File: src/rtl/obc_challenge_sequencer_pkg.sv
// Shared types and helpers for the OBC challenge/response sequencer.
// Holds the state encoding, the question LFSR step and the expected-answer rule.
package obc_challenge_sequencer_pkg;

    typedef enum logic [2:0] {
        ST_IDLE,
        ST_ISSUE,
        ST_WAIT,
        ST_CHECK,
        ST_PAUSE,
        ST_SHUTDOWN
    } state_e;

    localparam logic [3:0] LFSR_SEED = 4'b0001;

    // Maximal-length 4-bit sequence; the all-zero word is unreachable from the seed.
    function automatic logic [3:0] lfsr_next(input logic [3:0] l);
        return {l[2:0], l[3] ^ l[2]};
    endfunction

    function automatic logic [3:0] expected_answer(input logic [3:0] q);
        return {q[3] ^ q[2], q[2] ^ q[1], q[1] ^ q[0], ~q[0]};
    endfunction

endpackage

File: src/rtl/obc_challenge_sequencer_if.sv
// Challenge/answer handshake between the sequencer (master) and the OBC (slave).
// Question is held stable while question_valid is high; answer_valid is a one-cycle strobe.
interface obc_challenge_sequencer_if;
    logic [3:0] question;
    logic       question_valid;
    logic [3:0] answer_obc;
    logic       answer_valid;

    modport master (
        output question,
        output question_valid,
        input  answer_obc,
        input  answer_valid
    );

    modport slave (
        input  question,
        input  question_valid,
        output answer_obc,
        output answer_valid
    );
endinterface

File: src/rtl/obc_question_lfsr.sv
// Question word generator: 4-bit LFSR stepping once per advance pulse.
// Latency: value reflects an advance on the next clock; backpressure: none.
module obc_question_lfsr
    import obc_challenge_sequencer_pkg::*;
(
    input  logic       clk,
    input  logic       reset,
    input  logic       advance,
    output logic [3:0] value
);

    logic [3:0] lfsr_q;
    logic [3:0] lfsr_d;

    always_comb begin
        lfsr_d = advance ? lfsr_next(lfsr_q) : lfsr_q;
    end

    always_ff @(posedge clk) begin
        if (!reset) begin
            lfsr_q <= LFSR_SEED;
        end else begin
            lfsr_q <= lfsr_d;
        end
    end

    assign value = lfsr_q;

endmodule

File: src/rtl/obc_challenge_sequencer.sv
// Watchdog sequencer: challenges the OBC, grades answers, escalates to backup after repeated failures.
// Latency: question 1 cycle after ISSUE, verdict pulse 1 cycle after CHECK; backpressure: none, OBC must answer within TIMEOUT.
module obc_challenge_sequencer
    import obc_challenge_sequencer_pkg::*;
#(
    parameter int unsigned TIMEOUT        = 16,
    parameter int unsigned ROUND_INTERVAL = 8,
    parameter int unsigned FAIL_LIMIT     = 3
) (
    input  logic                             clk,
    input  logic                             reset,
    input  logic                             enable,
    obc_challenge_sequencer_if.master        obc,
    output logic                             pass,
    output logic                             obc_reset,
    output logic                             override,
    output logic [3:0]                       fail_count
);

    localparam logic [7:0] WAIT_LAST  = 8'(TIMEOUT - 1);
    localparam logic [7:0] PAUSE_LAST = 8'(ROUND_INTERVAL - 1);
    localparam logic [3:0] FAIL_MAX   = 4'(FAIL_LIMIT);

    state_e     state_q, state_d;
    logic [7:0] timer_q, timer_d;
    logic [3:0] question_q, question_d;
    logic       question_valid_q, question_valid_d;
    logic [3:0] answer_q, answer_d;
    logic       timed_out_q, timed_out_d;
    logic       pass_q, pass_d;
    logic       obc_reset_q, obc_reset_d;
    logic       override_q, override_d;
    logic [3:0] fail_count_q, fail_count_d;
    logic [3:0] fail_next;
    logic       lfsr_adv;
    logic [3:0] lfsr_val;

    obc_question_lfsr u_lfsr (
        .clk     (clk),
        .reset   (reset),
        .advance (lfsr_adv),
        .value   (lfsr_val)
    );

    always_comb begin
        state_d          = state_q;
        timer_d          = timer_q;
        question_d       = question_q;
        question_valid_d = question_valid_q;
        answer_d         = answer_q;
        timed_out_d      = timed_out_q;
        pass_d           = 1'b0;
        obc_reset_d      = 1'b0;
        override_d       = override_q;
        fail_count_d     = fail_count_q;
        fail_next        = fail_count_q + 4'd1;
        lfsr_adv         = 1'b0;

        case (state_q)
            ST_IDLE: begin
                if (enable) state_d = ST_ISSUE;
            end
            ST_ISSUE: begin
                question_d       = lfsr_val;
                lfsr_adv         = 1'b1;
                timer_d          = 8'd0;
                question_valid_d = 1'b1;
                state_d          = ST_WAIT;
            end
            ST_WAIT: begin
                // An answer landing on the final WAIT cycle wins over the timeout.
                if (obc.answer_valid) begin
                    answer_d         = obc.answer_obc;
                    timed_out_d      = 1'b0;
                    question_valid_d = 1'b0;
                    state_d          = ST_CHECK;
                end else if (timer_q == WAIT_LAST) begin
                    timed_out_d      = 1'b1;
                    question_valid_d = 1'b0;
                    state_d          = ST_CHECK;
                end else begin
                    timer_d = timer_q + 8'd1;
                end
            end
            ST_CHECK: begin
                timer_d = 8'd0;
                if (!timed_out_q && answer_q == expected_answer(question_q)) begin
                    pass_d       = 1'b1;
                    fail_count_d = 4'd0;
                    state_d      = ST_PAUSE;
                end else begin
                    fail_count_d = fail_next;
                    obc_reset_d  = timed_out_q;
                    if (fail_next == FAIL_MAX) begin
                        override_d = 1'b1;
                        state_d    = ST_SHUTDOWN;
                    end else begin
                        state_d = ST_PAUSE;
                    end
                end
            end
            ST_PAUSE: begin
                if (timer_q == PAUSE_LAST) begin
                    timer_d = 8'd0;
                    state_d = enable ? ST_ISSUE : ST_IDLE;
                end else begin
                    timer_d = timer_q + 8'd1;
                end
            end
            ST_SHUTDOWN: begin
                question_valid_d = 1'b0;
                override_d       = 1'b1;
            end
            default: state_d = ST_IDLE;
        endcase
    end

    always_ff @(posedge clk) begin
        if (!reset) begin
            state_q          <= ST_IDLE;
            timer_q          <= 8'd0;
            question_q       <= 4'd0;
            question_valid_q <= 1'b0;
            answer_q         <= 4'd0;
            timed_out_q      <= 1'b0;
            pass_q           <= 1'b0;
            obc_reset_q      <= 1'b0;
            override_q       <= 1'b0;
            fail_count_q     <= 4'd0;
        end else begin
            state_q          <= state_d;
            timer_q          <= timer_d;
            question_q       <= question_d;
            question_valid_q <= question_valid_d;
            answer_q         <= answer_d;
            timed_out_q      <= timed_out_d;
            pass_q           <= pass_d;
            obc_reset_q      <= obc_reset_d;
            override_q       <= override_d;
            fail_count_q     <= fail_count_d;
        end
    end

    assign obc.question       = question_q;
    assign obc.question_valid = question_valid_q;
    assign pass               = pass_q;
    assign obc_reset          = obc_reset_q;
    assign override           = override_q;
    assign fail_count         = fail_count_q;

endmodule

File: src/flat_wrapper.sv
// flat-port wrapper written by rule: the top's interface ports become plain ports
module obc_challenge_sequencer_flat import obc_challenge_sequencer_pkg::*;
#(
    parameter int unsigned TIMEOUT        = 16,
    parameter int unsigned ROUND_INTERVAL = 8,
    parameter int unsigned FAIL_LIMIT     = 3
)
  (clk, reset, enable, pass, obc_reset, override, fail_count, obc_question, obc_question_valid, obc_answer_obc, obc_answer_valid);
  obc_challenge_sequencer_if obc_i ();
  input  logic clk;
  input  logic reset;
  input  logic enable;
  output logic pass;
  output logic obc_reset;
  output logic override;
  output logic [3:0] fail_count;
  output wire logic [$bits(obc_i.question)-1:0] obc_question;
  output wire logic [$bits(obc_i.question_valid)-1:0] obc_question_valid;
  input wire logic [$bits(obc_i.answer_obc)-1:0] obc_answer_obc;
  input wire logic [$bits(obc_i.answer_valid)-1:0] obc_answer_valid;
  assign obc_question = obc_i.question;
  assign obc_question_valid = obc_i.question_valid;
  assign obc_i.answer_obc = obc_answer_obc;
  assign obc_i.answer_valid = obc_answer_valid;
  obc_challenge_sequencer #(.TIMEOUT(TIMEOUT), .ROUND_INTERVAL(ROUND_INTERVAL), .FAIL_LIMIT(FAIL_LIMIT)) u_core (.clk(clk), .reset(reset), .enable(enable), .obc(obc_i), .pass(pass), .obc_reset(obc_reset), .override(override), .fail_count(fail_count));
endmodule
File: config.mk
export PLATFORM = sky130hd
export DESIGN_NAME = obc_challenge_sequencer_flat
export DESIGN_NICKNAME = d
export VERILOG_FILES = /design/src/rtl/obc_challenge_sequencer_pkg.sv /design/src/rtl/obc_challenge_sequencer_if.sv /design/src/rtl/obc_question_lfsr.sv /design/src/rtl/obc_challenge_sequencer.sv /design/src/flat_wrapper.sv
export SDC_FILE = /design/constraint.sdc
export NUM_CORES = 1
export LEC_CHECK = 0
export CORE_MARGIN = 2
export CORE_UTILIZATION = 35
export DETAILED_ROUTE_END_ITERATION = 7
export PLACE_DENSITY = 0.59
export SLEW_MARGIN = 15
export SYNTH_ARGS = -nofsm -noshare
export SYNTH_HDL_FRONTEND = slang
export SYNTH_SLANG_ARGS = --single-unit
File: constraint.sdc
create_clock -name clk -period 1.6 [get_ports clk]
set_input_delay 0.48 -clock clk [delete_from_list [all_inputs] [get_ports clk]]
set_output_delay 0.48 -clock clk [all_outputs]
set_load 0.02 [all_outputs]
After elaboration in Yosys (flattened, before gate mapping)
Cells that the tools add are included.

Logic and storage cells: 76. Register bits after elaboration: 32. Input bits: 8. Memory bits (writable): 0. Output and inout bits: 12. Latch bits: 0. Memories: 0. ROM bits: 0.

Eq/ne operators: 16. $lt $le $gt $ge: 0. Multipliers: 0. Muxes and demuxes: 23. Add/sub/neg operators: 2. Reductions and logical operators: 16. Divide/modulo/power cells: 0. Bitwise gates (word level): 8. Shift operators: 0.

Operators by type and width (count): two-way mux 8 bit (3); case mux 8 bit (3 select lines) (1); case mux 3 bit (6 select lines) (1); two-way mux 3 bit (5); two-way mux 1 bit (10); adder 8 x 1 -> 8 bit, second input constant (1); == test 8 x 3 -> 1 bit, second input constant (1); == test 8 x 4 -> 1 bit, second input constant (1); != test 2 bit, second input constant (4); AND reduction 2 bit (4); == test 3 x 2 -> 1 bit, second input constant (2); == test 3 bit, second input constant (2); AND reduction 3 bit (2); nonzero test 3 bit (2); adder 4 x 1 -> 4 bit, second input constant (1); == test 4 x 2 -> 1 bit, second input constant (1); == test 4 bit (1); two-way mux 4 bit (1); != test 2 x 1 -> 1 bit, second input constant (2); NOT 1 bit (4); AND reduction 4 bit (1); nonzero test 2 bit (2); bitwise XOR 1 bit (4); == test 3 x 1 -> 1 bit, second input constant (1); 8 further kinds (8).

Logic depth before layout (Yosys ltp)
Gate-level depths: netlist (run 1).

Depth in word-level cells: 5. Mapped depth: 8. Depth with buffers taken out: 6.

By module
From an unflattened synthesis (run 1), not the netlist that was laid out.

Cell total of the unflattened synthesis: 184. Area total of the unflattened synthesis: 1682.9 um2.

By module, submodules not included: obc_challenge_sequencer (seq. area each 560.5 um2, times used 1, cells each 170, area each 1524.0 um2); obc_question_lfsr (seq. area each 80.1 um2, times used 1, cells each 14, area each 158.9 um2).

Least setup slack after synthesis (run 1)
Ideal clock, no wire load.

Kind: register -> register. From: register u_core.timer_q[4]. To: register u_core.timer_q[2]. Data required time: 1.484 ns. Data arrival time: 1.651 ns. Buffers on the path: 0. Setup slack: -0.166 ns. Period minus slack after synthesis: 1.766 ns. Library setup time: 0.116 ns. Stages on the path, launching flop included: 6. Cell sequence: dfxtp_1 > or4_4 > o21ai_1 > a21boi_1 > xor2_1 > and3_1.

Cells in the longest elaborated chain, start to end: 3. Elaborated cells on any way between the ends: 6. Those cells by class: 3 x eq/ne; 2 x mux; 1 x reduce/logical.

Ends and longest elaborated chain: start: declaration (RTL line obc_challenge_sequencer.sv:25) `logic [7:0] timer_q, timer_d;`; start signal: assignment (RTL line obc_challenge_sequencer.sv:132) `timer_q <= timer_d;`; == test 8 x 3 -> 1 bit / == test 8 x 4 -> 1 bit (equally long branches) (RTL line obc_challenge_sequencer.sv:103, obc_challenge_sequencer.sv:77); two-way mux 8 bit / != test 2 bit (equally long branches); case mux 8 bit (3 select lines) / AND reduction 3 bit (equally long branches).

Parallel ways exist; a longest one is shown, timed or not. A chain may end at the register's enable or synchronous reset.

Worst setup path in the final report (run 1)
From: register u_core.timer_q[7]. To: register u_core.state_q[0].

Cells in the longest elaborated chain, start to end: 3. Elaborated cells on any way between the ends: 5. Those cells by class: 4 x eq/ne; 1 x reduce/logical.

Ends and longest elaborated chain: == test 8 x 4 -> 1 bit / == test 8 x 3 -> 1 bit (equally long branches) (RTL line obc_challenge_sequencer.sv:77, obc_challenge_sequencer.sv:103); != test 3 x 2 -> 1 bit (no source line) / != test 2 x 1 -> 1 bit (equally long branches); AND reduction 4 bit (no source line) *; end signal: assignment (RTL line obc_challenge_sequencer.sv:131) `state_q <= state_d;`; end: declaration (RTL line obc_challenge_sequencer.sv:24) `state_e state_q, state_d;`.

Mark *: on every way between the ends. The rest lies on a longest branch, timed or not.

==> flow_summary_export.csv, run 1 <==
group,metric,value,unit
clock_tree,cts_root_buf,"clkbuf_8",
setup_path,critical_path_peak_fanout,3,
timing,tightest_slew,0.4861,ns
global_routing,grt_pass1_vias,1251,
setup_path,slowest_stage,"or4_4",
clock_tree,clk_latency,0.29,ns
status,violations,"negative setup slack",
die,ioPinCount,20,
yosys,synth.top_cell.area_share,0.4150,
placed_design,place_ws,-0.5192,ns
final_layout,layout-area-overhead-vs-synth,41.41,%
hold_path,hp-start,"u_core.u_lfsr.value[0]$_SDFFE_PN1P_",
route,vias,1303,
timing,setup-tns-final,-1.182,ns
global_routing,grt_usage,0.1695,
yosys,ys.flop_type,"dfxtp_1",
die,core_area,3744,um^2
yosys,ys_top_cells_by_area,"dfxtp_1, xnor2_1, nand2_1, nor2_1, a21oi_1",
die,die_x,67.22,um
die,initial_utilization,0.3737,
placed_design,dpl.hpwl,2430,um
route,drt_iter0_drc,52,
clock_tree,cts_buffer_depth,2,
setup_path,start_kind,"flop",
setup_path,slowest_delay,0.56,ns
power,p_leak,0.7973,nW
route,drc_errors,0,
timing,setup_ws,-0.1455,ns
hold_path,min_path_cells,2,
final_layout,nets,220,
timing,maxSlewHeadroom,0.6740,
placed_design,numPortBuffers,19,
hold_path,hp-class,"flop to flop",
die,die_area,4519,um^2
setup_path,crit_buf_inv,0,
clock_tree,clkTransAtPathRegs,0.06,ns
setup_path,rr_startpoint,"u_core.timer_q[7]$_SDFFE_PN0P_",
yosys,yosys_warnings,0,
setup_path,critical_path_arrival,1.95,ns
yosys,syn_area,1399,um^2
global_routing,antenna_found_initial,0,
clock_tree,cts.sinks,29,
final_layout,layout_common_cells,"buf_4, dfxtp_1, nand2_1",
hold_path,min_to,"u_core.u_lfsr.value[1]$_SDFFE_PN0P_",
route,drt-wirelength-per-cell,13.17,um
route,totalWireLength,3399,um
timing,fmax,572.9,MHz
yosys,synth-seq-area-share,0.4150,
die,die-height,67.22,um
setup_path,path_class,"flop to flop",
setup_path,critPathTopFamily,"simple AND/OR/NAND/NOR gates",
clock_tree,cts.htree.levels,2,
final_layout,drive_above_1_share,0.2810,
timing,min_period,1.745,ns
setup_path,endpoint_kind,"flop",
route,avgViaCountPerCell,5.050,
global_routing,grt_overflow,0,
die,row_count,22,
global_routing,grt_pass1_wl,5644,um
yosys,syn_nets,175,
setup_path,timing.rr.end,"u_core.state_q[0]$_SDFFE_PN0P_",
timing,finalSetupViolCount,10,
route,first_pass_iters,5,
status,status,"complete, but fails checks",
yosys,synth_top_area_cell,"dfxtp_1",
final_layout,num-fill-cells,372,
global_routing,grt_max_degree,12,
yosys,synth_enable_flop_cells,0,
power,peakVddDrop,0.6144,mV
timing,clock_skew,0.005704,ns
timing,slew_viol_final,0,
final_layout,antennaDiodeCount,0,
clock_tree,numCtsBuffers,5,
final_layout,layout_commonest_cell,"buf_4",
setup_path,path_cells,"or4_4, or3_4, a21o_1, a221oi_2",
route,drtAntennaViolNets,0,
setup_path,r2r_slack,-0.15,ns
timing,fin_crit_sh,1.091,
flow_run,drv_cap,0,
yosys,syn_inst,164,
power,power.density,983.0,nW/um^2
yosys,synth_area_per_cell,8.530,um^2
timing,rsz0062_at_grt,"true",
yosys,async_reset_ff_frac,0,
timing,hold_violations,0,
placed_design,routabilityCongestion,0.8024,
yosys,synth_seq_cells,29,
clock_tree,cts_tree,"built",
setup_path,r2r_cells,4,
yosys,ys_types,40,
setup_path,worstPathRequired,1.80,ns
[power by group]
part           switching [W]  internal [W]  leakage, nW
Clock               0.000290      0.000301       0.0450
Sequential         0.0000434      0.000780        0.238
Combinational       0.000285      0.000245        0.515
Total               0.000619       0.00133        0.797
[worst reg2reg max path: cells and delay by family, from the launching register on]
kind / cells / cell delay, ns
DFF: 1 / 0.32
AOI/OAI and AO/OA: 2 / 0.40
and+or+nand+nor: 2 / 0.94
[layer usage]
layer,global-route usage,vias up,part of all wire
li1,-,662,-
met4,0.06888,0,0.015
met1,0.2162,614,0.48
met3,0.05500,4,0.041
met5,0,-,0
met2,0.2636,23,0.47
[how the worst max path moves through the flow]
stage | start | depth (start not counted) | end
2_1_floorplan | u_core.timer_q[7]$_SDFFE_PN0P_ | 4 | u_core.timer_q[5]$_SDFFE_PN0P_
3_3_place_gp | obc_answer_valid | 6 | u_core.timer_q[7]$_SDFFE_PN0P_
3_5_place_dp | obc_answer_valid | 6 | u_core.timer_q[7]$_SDFFE_PN0P_
4_1_cts | u_core.timer_q[7]$_SDFFE_PN0P_ | 4 | u_core.state_q[0]$_SDFFE_PN0P_
5_1_grt | u_core.timer_q[7]$_SDFFE_PN0P_ | 4 | u_core.state_q[0]$_SDFFE_PN0P_
6_report | u_core.timer_q[7]$_SDFFE_PN0P_ | 4 | u_core.state_q[0]$_SDFFE_PN0P_
[layout make-up]
type | count | area [um^2] | area share
Sequential cell | 29 | 586.8 | 0.2966
Inverter | 4 | 15.01 | 0.007590
Multi-Input combinational cell | 122 | 843.3 | 0.4263
Timing Repair Buffer | 47 | 390.4 | 0.1973
Clock buffer | 6 | 72.57 | 0.03669
Clock inverter | 2 | 10.01 | 0.005060
Tap cell | 48 | 60.06 | 0.03036
[sequential cells by signal, summed over array words and instances (netlist names)]
register / cells
u_core.pass: 1
u_core.obc.question: 2
u_core.u_lfsr.value: 3
u_core.timed_out_q: 1
u_core.obc_reset: 1
u_core.state_q: 3
u_core.obc.question_valid: 1
u_core.timer_q: 8
u_core.override: 1
u_core.fail_count: 4
u_core.answer_q: 4
[kinds of logic (layout without fill, tap and decap cells)]
group	Yosys count	in the layout	share of synthesized area
compound gates	38	38	0.1762
mux	4	4	0.02862
simple gates	65	65	0.2317
xor+xnor	12	12	0.07514
buf+inv	13	59	0.04650
flops	29	29	0.4150
fa+ha+maj	3	3	0.02684
[repair_timing]
| item | CTS | global route |
|---|---|---|
| cloned | 0 | 0 |
| resized for setup | 20 | 13 |
| setup endpoints to repair | 23 | 16 |
| buffers inserted | 0 | 1 |
| pin swaps | 10 | 8 |
| hold buffers | 0 | 0 |
[synth_stat cells, drive strengths merged (2+ instances only)]
master   number
dfxtp        29
nand2        19
nor2         18
a21oi        13
xnor2         9
nand3         8
o21ai         8
buf           5
nor3          5
clkbuf        4
mux2i         4
a31oi         3
ha            3
inv           3
xor2          3
a2111oi       2
a211oi        2
a21boi        2
and3          2
nand3b        2
nand4b        2
o31ai         2
[through the flow]
step,cells,instance area (um^2),utilization,hold slack [ns],power [W]
floorplan,164,1419,-,0.4288,0.001140
finish,258,1978,0.5284,0.4621,0.001944
CTS,257,1924,0.5140,0.4646,0.001932
detailed placement,249,1822,0.4866,0.4577,0.001336
global placement,249,1822,0.4866,0.4357,0.001326
global route,258,1978,0.5284,0.4767,0.002044
No activity file was read; power rests on OpenSTA's default activity.
==> run 2, diff against run 1 <==
- GPL_TIMING_DRIVEN: default -> 0
- HOLD_SLACK_MARGIN: default -> 0.08
==> run 2 against run 1 <==
Effect of this change: the flow still finishes with violations (negative setup slack); routed wire length decreased by 2.7%; sequential power increased by 2%; power shrank 1.7%; count of clock-buffer cells in the layout unchanged; cell count decreased by 5.0%; combinational power fell by 6.2%; largest power group unchanged.
==> flow_summary_export.csv, run 2 (synthesis results as in run 1) <==
group,metric,value,unit
placed_design,dp.cells,231,
clock_tree,clk_latency,0.28,ns
route,avgViaCountPerCell,5.245,
flow_run,drv_cap,0,
route,drtAntennaViolNets,0,
placed_design,routabilityCongestion,0.7902,
die,die-height,67.22,um
route,totalWireLength,3307,um
clock_tree,cts_hold_buf,0,
clock_tree,cts_buffer_depth,2,
placed_design,numPortBuffers,19,
die,die_x,67.22,um
die,die_area,4519,um^2
setup_path,crit_buf_inv,0,
setup_path,timing.rr.end,"u_core.timer_q[0]$_SDFFE_PN0P_",
global_routing,antenna_found_initial,0,
route,drt-wirelength-per-cell,13.50,um
timing,finalSetupViolCount,11,
hold_path,min_path_cells,2,
timing,fin_crit_sh,1.101,
timing,min_period,1.761,ns
power,power.density,993.1,nW/um^2
die,row_count,22,
setup_path,worst-path-stages,4,
final_layout,layout_commonest_cell,"dfxtp_1",
setup_path,worstPathRequired,1.76,ns
hold_path,hp-class,"flop to flop",
clock_tree,cts_tree,"built",
timing,clock_skew,0.01006,ns
setup_path,critical_path_peak_fanout,7,
setup_path,slowest_stage,"or4_4",
hold_path,hp-start,"u_core.u_lfsr.value[0]$_SDFFE_PN1P_",
final_layout,layout-area-overhead-vs-synth,37.66,%
clock_tree,cts_root_buf,"clkbuf_8",
clock_tree,clkTransAtPathRegs,0.07,ns
route,drt_iter0_drc,53,
route,vias,1285,
final_layout,regMostFlops,"u_core.timer_q",
final_layout,final_cells,245,
hold_path,min_to,"u_core.u_lfsr.value[1]$_SDFFE_PN0P_",
timing,maxSlewHeadroom,0.7018,
global_routing,grt_max_degree,11,
global_routing,grt_usage,0.1702,
setup_path,start_kind,"flop",
setup_path,rr_startpoint,"u_core.timer_q[7]$_SDFFE_PN0P_",
timing,fmax,567.7,MHz
timing,tightest_slew,0.4473,ns
clock_tree,cts.htree.levels,2,
final_layout,drive_above_1_share,0.2792,
setup_path,critPathTopFamily,"simple AND/OR/NAND/NOR gates",
status,status,"complete, but fails checks",
route,first_pass_iters,4,
clock_tree,numCtsBuffers,5,
timing,holdWs,0.4449,ns
setup_path,critical_path_arrival,1.92,ns
die,ioPinCount,20,
die,core_area,3744,um^2
timing,rsz0062_at_grt,"true",
timing,setup_ws,-0.1615,ns
power,p_leak,0.7354,nW
timing,slew_viol_final,0,
global_routing,grt_pass1_vias,1223,
setup_path,path_cells,"or4_4, or3_4, o211ai_4, nor2_1",
clock_tree,cts.sinks,29,
final_layout,nets,207,
setup_path,cp-startpoint,"u_core.timer_q[7]$_SDFFE_PN0P_",
status,violations,"negative setup slack",
setup_path,r2r_cells,4,
global_routing,grt_pass1_wl,5616,um
global_routing,grt_overflow,0,
die,initial_utilization,0.3737,
route,drc_errors,0,
placed_design,dpl.hpwl,2226,um
setup_path,slowest_delay,0.56,ns
setup_path,path_class,"flop to flop",
setup_path,endpoint_kind,"flop",
final_layout,antennaDiodeCount,0,
final_layout,largest_reg_flops,8,
power,peakVddDrop,0.4731,mV
timing,hold_violations,0,
final_layout,layout_common_cells,"dfxtp_1, nand2_1, nor2_1",
setup_path,r2r_slack,-0.16,ns
==> run 2: changes by cell type in the layout (fill, tap and decap cells not counted), sizes merged <==
| cell | change |
|---|---|
| buf | -13 |
| clkbuf | +1 |
| clkdlybuf4s15 | +4 |
| clkdlybuf4s50 | -2 |
| dlygate4sd2 | -4 |
| dlymetal6s2s | +1 |
==> run 2: layout make-up <==
class                      instances  area (um^2)
buffer                             7        43.79
clock buffer                       6        72.57
clock inverter                     2        10.01
fill                             374         1818
inverter                           4        16.27
multi-input combinational        122        888.4
sequential                        29        593.1
tap                               48        60.06
timing repair buffer              27        241.5
==> run 2: tightest hold or removal path, stage by stage, from the launching register on <==
cell and delay (ns):
dfxtp_1 0.31, nand2_1 0.05, a21oi_1 0.05
==> run 2: worst max-delay path by stage <==
stage | to
global placement | u_core.timer_q[7]$_SDFFE_PN0P_
floorplan | u_core.timer_q[5]$_SDFFE_PN0P_
detailed placement | u_core.timer_q[7]$_SDFFE_PN0P_
finish | u_core.timer_q[0]$_SDFFE_PN0P_
CTS | u_core.timer_q[7]$_SDFFE_PN0P_
global route | u_core.state_q[0]$_SDFFE_PN0P_
==> run 2: repair_timing <==
action / 4_1_cts / 5_1_grt
endpoints found under the setup margin: 38 / 30
resized for setup: 35 / 21
pin swaps: 7 / 8
setup buffers: 4 / 4
==> run 2: through the flow <==
| stage | total power, W | setup TNS [ns] | utilization | worst slack (ns) | cell area (um^2) |
|---|---|---|---|---|---|
| final | 0.001912 | -1.344 | 0.5144 | -0.1615 | 1926 |
| after global routing | 0.002040 | -2.187 | 0.5144 | -0.2481 | 1926 |
| after CTS | 0.001882 | -1.400 | 0.4926 | -0.1895 | 1844 |
| after detailed placement | 0.001272 | -10.37 | 0.4459 | -0.6854 | 1669 |
| after global placement | 0.001261 | -9.580 | 0.4459 | -0.7013 | 1669 |
| after floorplan | 0.001140 | -0.4264 | - | -0.05211 | 1419 |
==> run 2: power by group <==
group          leakage [nW]  internal [W]  total [W]  switching (W)
sequential            0.239      0.000781   0.000837      0.0000558
clock                0.0450      0.000301   0.000578       0.000277
combinational         0.451      0.000220   0.000497       0.000278
==> run 2: layer usage <==
| layer | global-route usage | routed length, um |
|---|---|---|
| met2 | 0.2624 | 1521 |
| met4 | 0.05867 | 22 |
| met1 | 0.2103 | 1563 |
| met5 | 0 | 0 |
| met3 | 0.07667 | 199 |
==> run 3, diff against run 2 <==
- SKIP_LAST_GASP: default -> 1
==> run 3 against run 2 <==
Effect of this change: the run still ends with negative setup slack left; flip-flop and latch count stayed put; sequential power barely moved; worst setup slack better by 0.0017 ns; count of clock-buffer cells in the layout unchanged; clock skew hardly changed; combinational power about the same; first-iteration DRC count down 9.4%; hold slack is essentially flat; via count shrank 0.39%; clock power barely moved; register-to-register slack is essentially flat; critical endpoint unchanged; largest cell class unchanged.
==> flow_summary_export.csv, run 3 (synthesis results as in run 1) <==
group,metric,value,unit
power,p_leak,0.7356,nW
timing,fmax,568.2,MHz
placed_design,dp.cells,231,
global_routing,grt_use_met3,0.07667,
clock_tree,clkTransAtPathRegs,0.07,ns
route,totalWireLength,3296,um
final_layout,final_cells,245,
clock_tree,numCtsBuffers,5,
clock_tree,cts.sinks,29,
timing,clock_skew,0.009780,ns
placed_design,numPortBuffers,19,
setup_path,slowest_delay,0.56,ns
setup_path,endpoint_kind,"flop",
clock_tree,cts_buffer_depth,2,
global_routing,grt_pass1_wl,5616,um
timing,tightest_slew,0.4471,ns
timing,hold_violations,0,
final_layout,antennaDiodeCount,0,
timing,holdWs,0.4449,ns
die,die_x,67.22,um
placed_design,dpl.hpwl,2226,um
global_routing,grt_max_degree,11,
power,power.density,991.5,nW/um^2
final_layout,layout-area-overhead-vs-synth,37.75,%
global_routing,met2_usage,0.2624,
clock_tree,clk_latency,0.28,ns
setup_path,path_cells,"or4_4, or3_4, o211ai_4, nor2_1",
die,row_count,22,
die,initial_utilization,0.3737,
global_routing,grt_overflow,0,
status,status,"complete, but fails checks",
timing,slew_viol_final,0,
clock_tree,cts_tree,"built",
timing,finalSetupViolCount,11,
global_routing,antenna_found_initial,0,
final_layout,drive_above_1_share,0.2690,
power,peakVddDrop,0.4730,mV
clock_tree,cts_root_buf,"clkbuf_8",
global_routing,grt.met1_usage,0.2103,
hold_path,hp-class,"flop to flop",
die,die-height,67.22,um
setup_path,critical_path_peak_fanout,7,
setup_path,worstPathRequired,1.76,ns
route,drt_iter0_drc,48,
setup_path,slowest_stage,"or4_4",
setup_path,critical_path_arrival,1.92,ns
placed_design,routabilityCongestion,0.7902,
route,drc_errors,0,
route,drtAntennaViolNets,0,
die,core_area,3744,um^2
setup_path,start_kind,"flop",
global_routing,grt_usage,0.1702,
timing,fin_crit_sh,1.100,
final_layout,final_util,0.5147,
final_layout,layout_common_cells,"dfxtp_1, nand2_1, nor2_1",
global_routing,grt_pass1_vias,1223,
setup_path,path_class,"flop to flop",
clock_tree,cts.htree.levels,2,
final_layout,largest_reg_flops,8,
route,avgViaCountPerCell,5.224,
route,drt-wirelength-per-cell,13.45,um
global_routing,busiest_layer,"met2",
timing,min_period,1.760,ns
timing,setup_ws,-0.1598,ns
final_layout,regMostFlops,"u_core.timer_q",
timing,rsz0062_at_grt,"true",
route,vias,1280,
timing,maxSlewHeadroom,0.7019,
route,first_pass_iters,4,
status,violations,"negative setup slack",
final_layout,layout_commonest_cell,"dfxtp_1",
die,die_area,4519,um^2
flow_run,drv_cap,0,
final_layout,nets,207,
die,ioPinCount,20,
## run 3: changes by cell type in the layout (fill, tap and decap cells not counted)
cell / change
and2b_1: +1
clkdlybuf4s15_1: +1
buf_4: -1
and2b_2: -1
## run 3: layout make-up
| type | instances | area (um^2) |
|---|---|---|
| Inverter | 4 | 16.27 |
| Tap cell | 48 | 60.06 |
| Fill cell | 375 | 1817 |
| Clock buffer | 6 | 72.57 |
| Clock inverter | 2 | 10.01 |
| Sequential cell | 29 | 593.1 |
| Buffer | 7 | 43.79 |
| Timing Repair Buffer | 27 | 244.0 |
| Multi-Input combinational cell | 122 | 887.1 |
## run 3: worst max-delay path, delay by kind of cell, from the launching register on
| family | cells | cell delay (ns) |
|---|---|---|
| flip-flops | 1 | 0.32 |
| AND/OR/NAND/NOR | 3 | 1.02 |
| AO/OA/AOI/OAI | 1 | 0.30 |
## run 3: power breakdown
part	switching (W)	leakage, nW	total [W]	internal, W
clock network	0.000277	0.0450	0.000578	0.000301
registers	0.0000562	0.239	0.000837	0.000781
logic	0.000277	0.451	0.000495	0.000219
total	0.000610	0.736	0.00191	0.00130
## run 3: routing by layer
layer  vias to the layer above  part of all wire
li1                        636                 -
met1                       612              0.48
met2                        28              0.46
met3                         4             0.056
met4                         0            0.0067
met5                         -                 0
## run 3: path summary, 6_finish.rpt
kind | start | end | slack (ns) | cells after the start
worst max-delay path | u_core.timer_q[7]$_SDFFE_PN0P_ | u_core.timer_q[0]$_SDFFE_PN0P_ | -0.16 | 4
worst min-delay path | u_core.u_lfsr.value[0]$_SDFFE_PN1P_ | u_core.u_lfsr.value[1]$_SDFFE_PN0P_ | 0.44 | 2
worst max register to register | u_core.timer_q[7]$_SDFFE_PN0P_ | u_core.timer_q[0]$_SDFFE_PN0P_ | -0.16 | 4
worst min register to register | u_core.u_lfsr.value[0]$_SDFFE_PN1P_ | u_core.u_lfsr.value[1]$_SDFFE_PN0P_ | 0.44 | 2
## run 3: through the flow
stage	power, W	TNS, ns	instance area [um^2]	setup slack (ns)
6_report	0.001910	-1.352	1927	-0.1598
5_1_grt	0.002039	-2.224	1927	-0.2481
4_1_cts	0.001882	-1.400	1844	-0.1895
3_5_place_dp	0.001272	-10.37	1669	-0.6854
3_3_place_gp	0.001261	-9.580	1669	-0.7013
2_1_floorplan	0.001140	-0.4264	1419	-0.05211
## run 3: what timing repair did
action                                  in CTS  in global routing
hold buffers                                 0                  0
cloned                                       0                  0
endpoints found under the setup margin      38                 30
gates resized for setup                     35                 19
pin swaps                                    7                  7
setup buffers                                4                  4
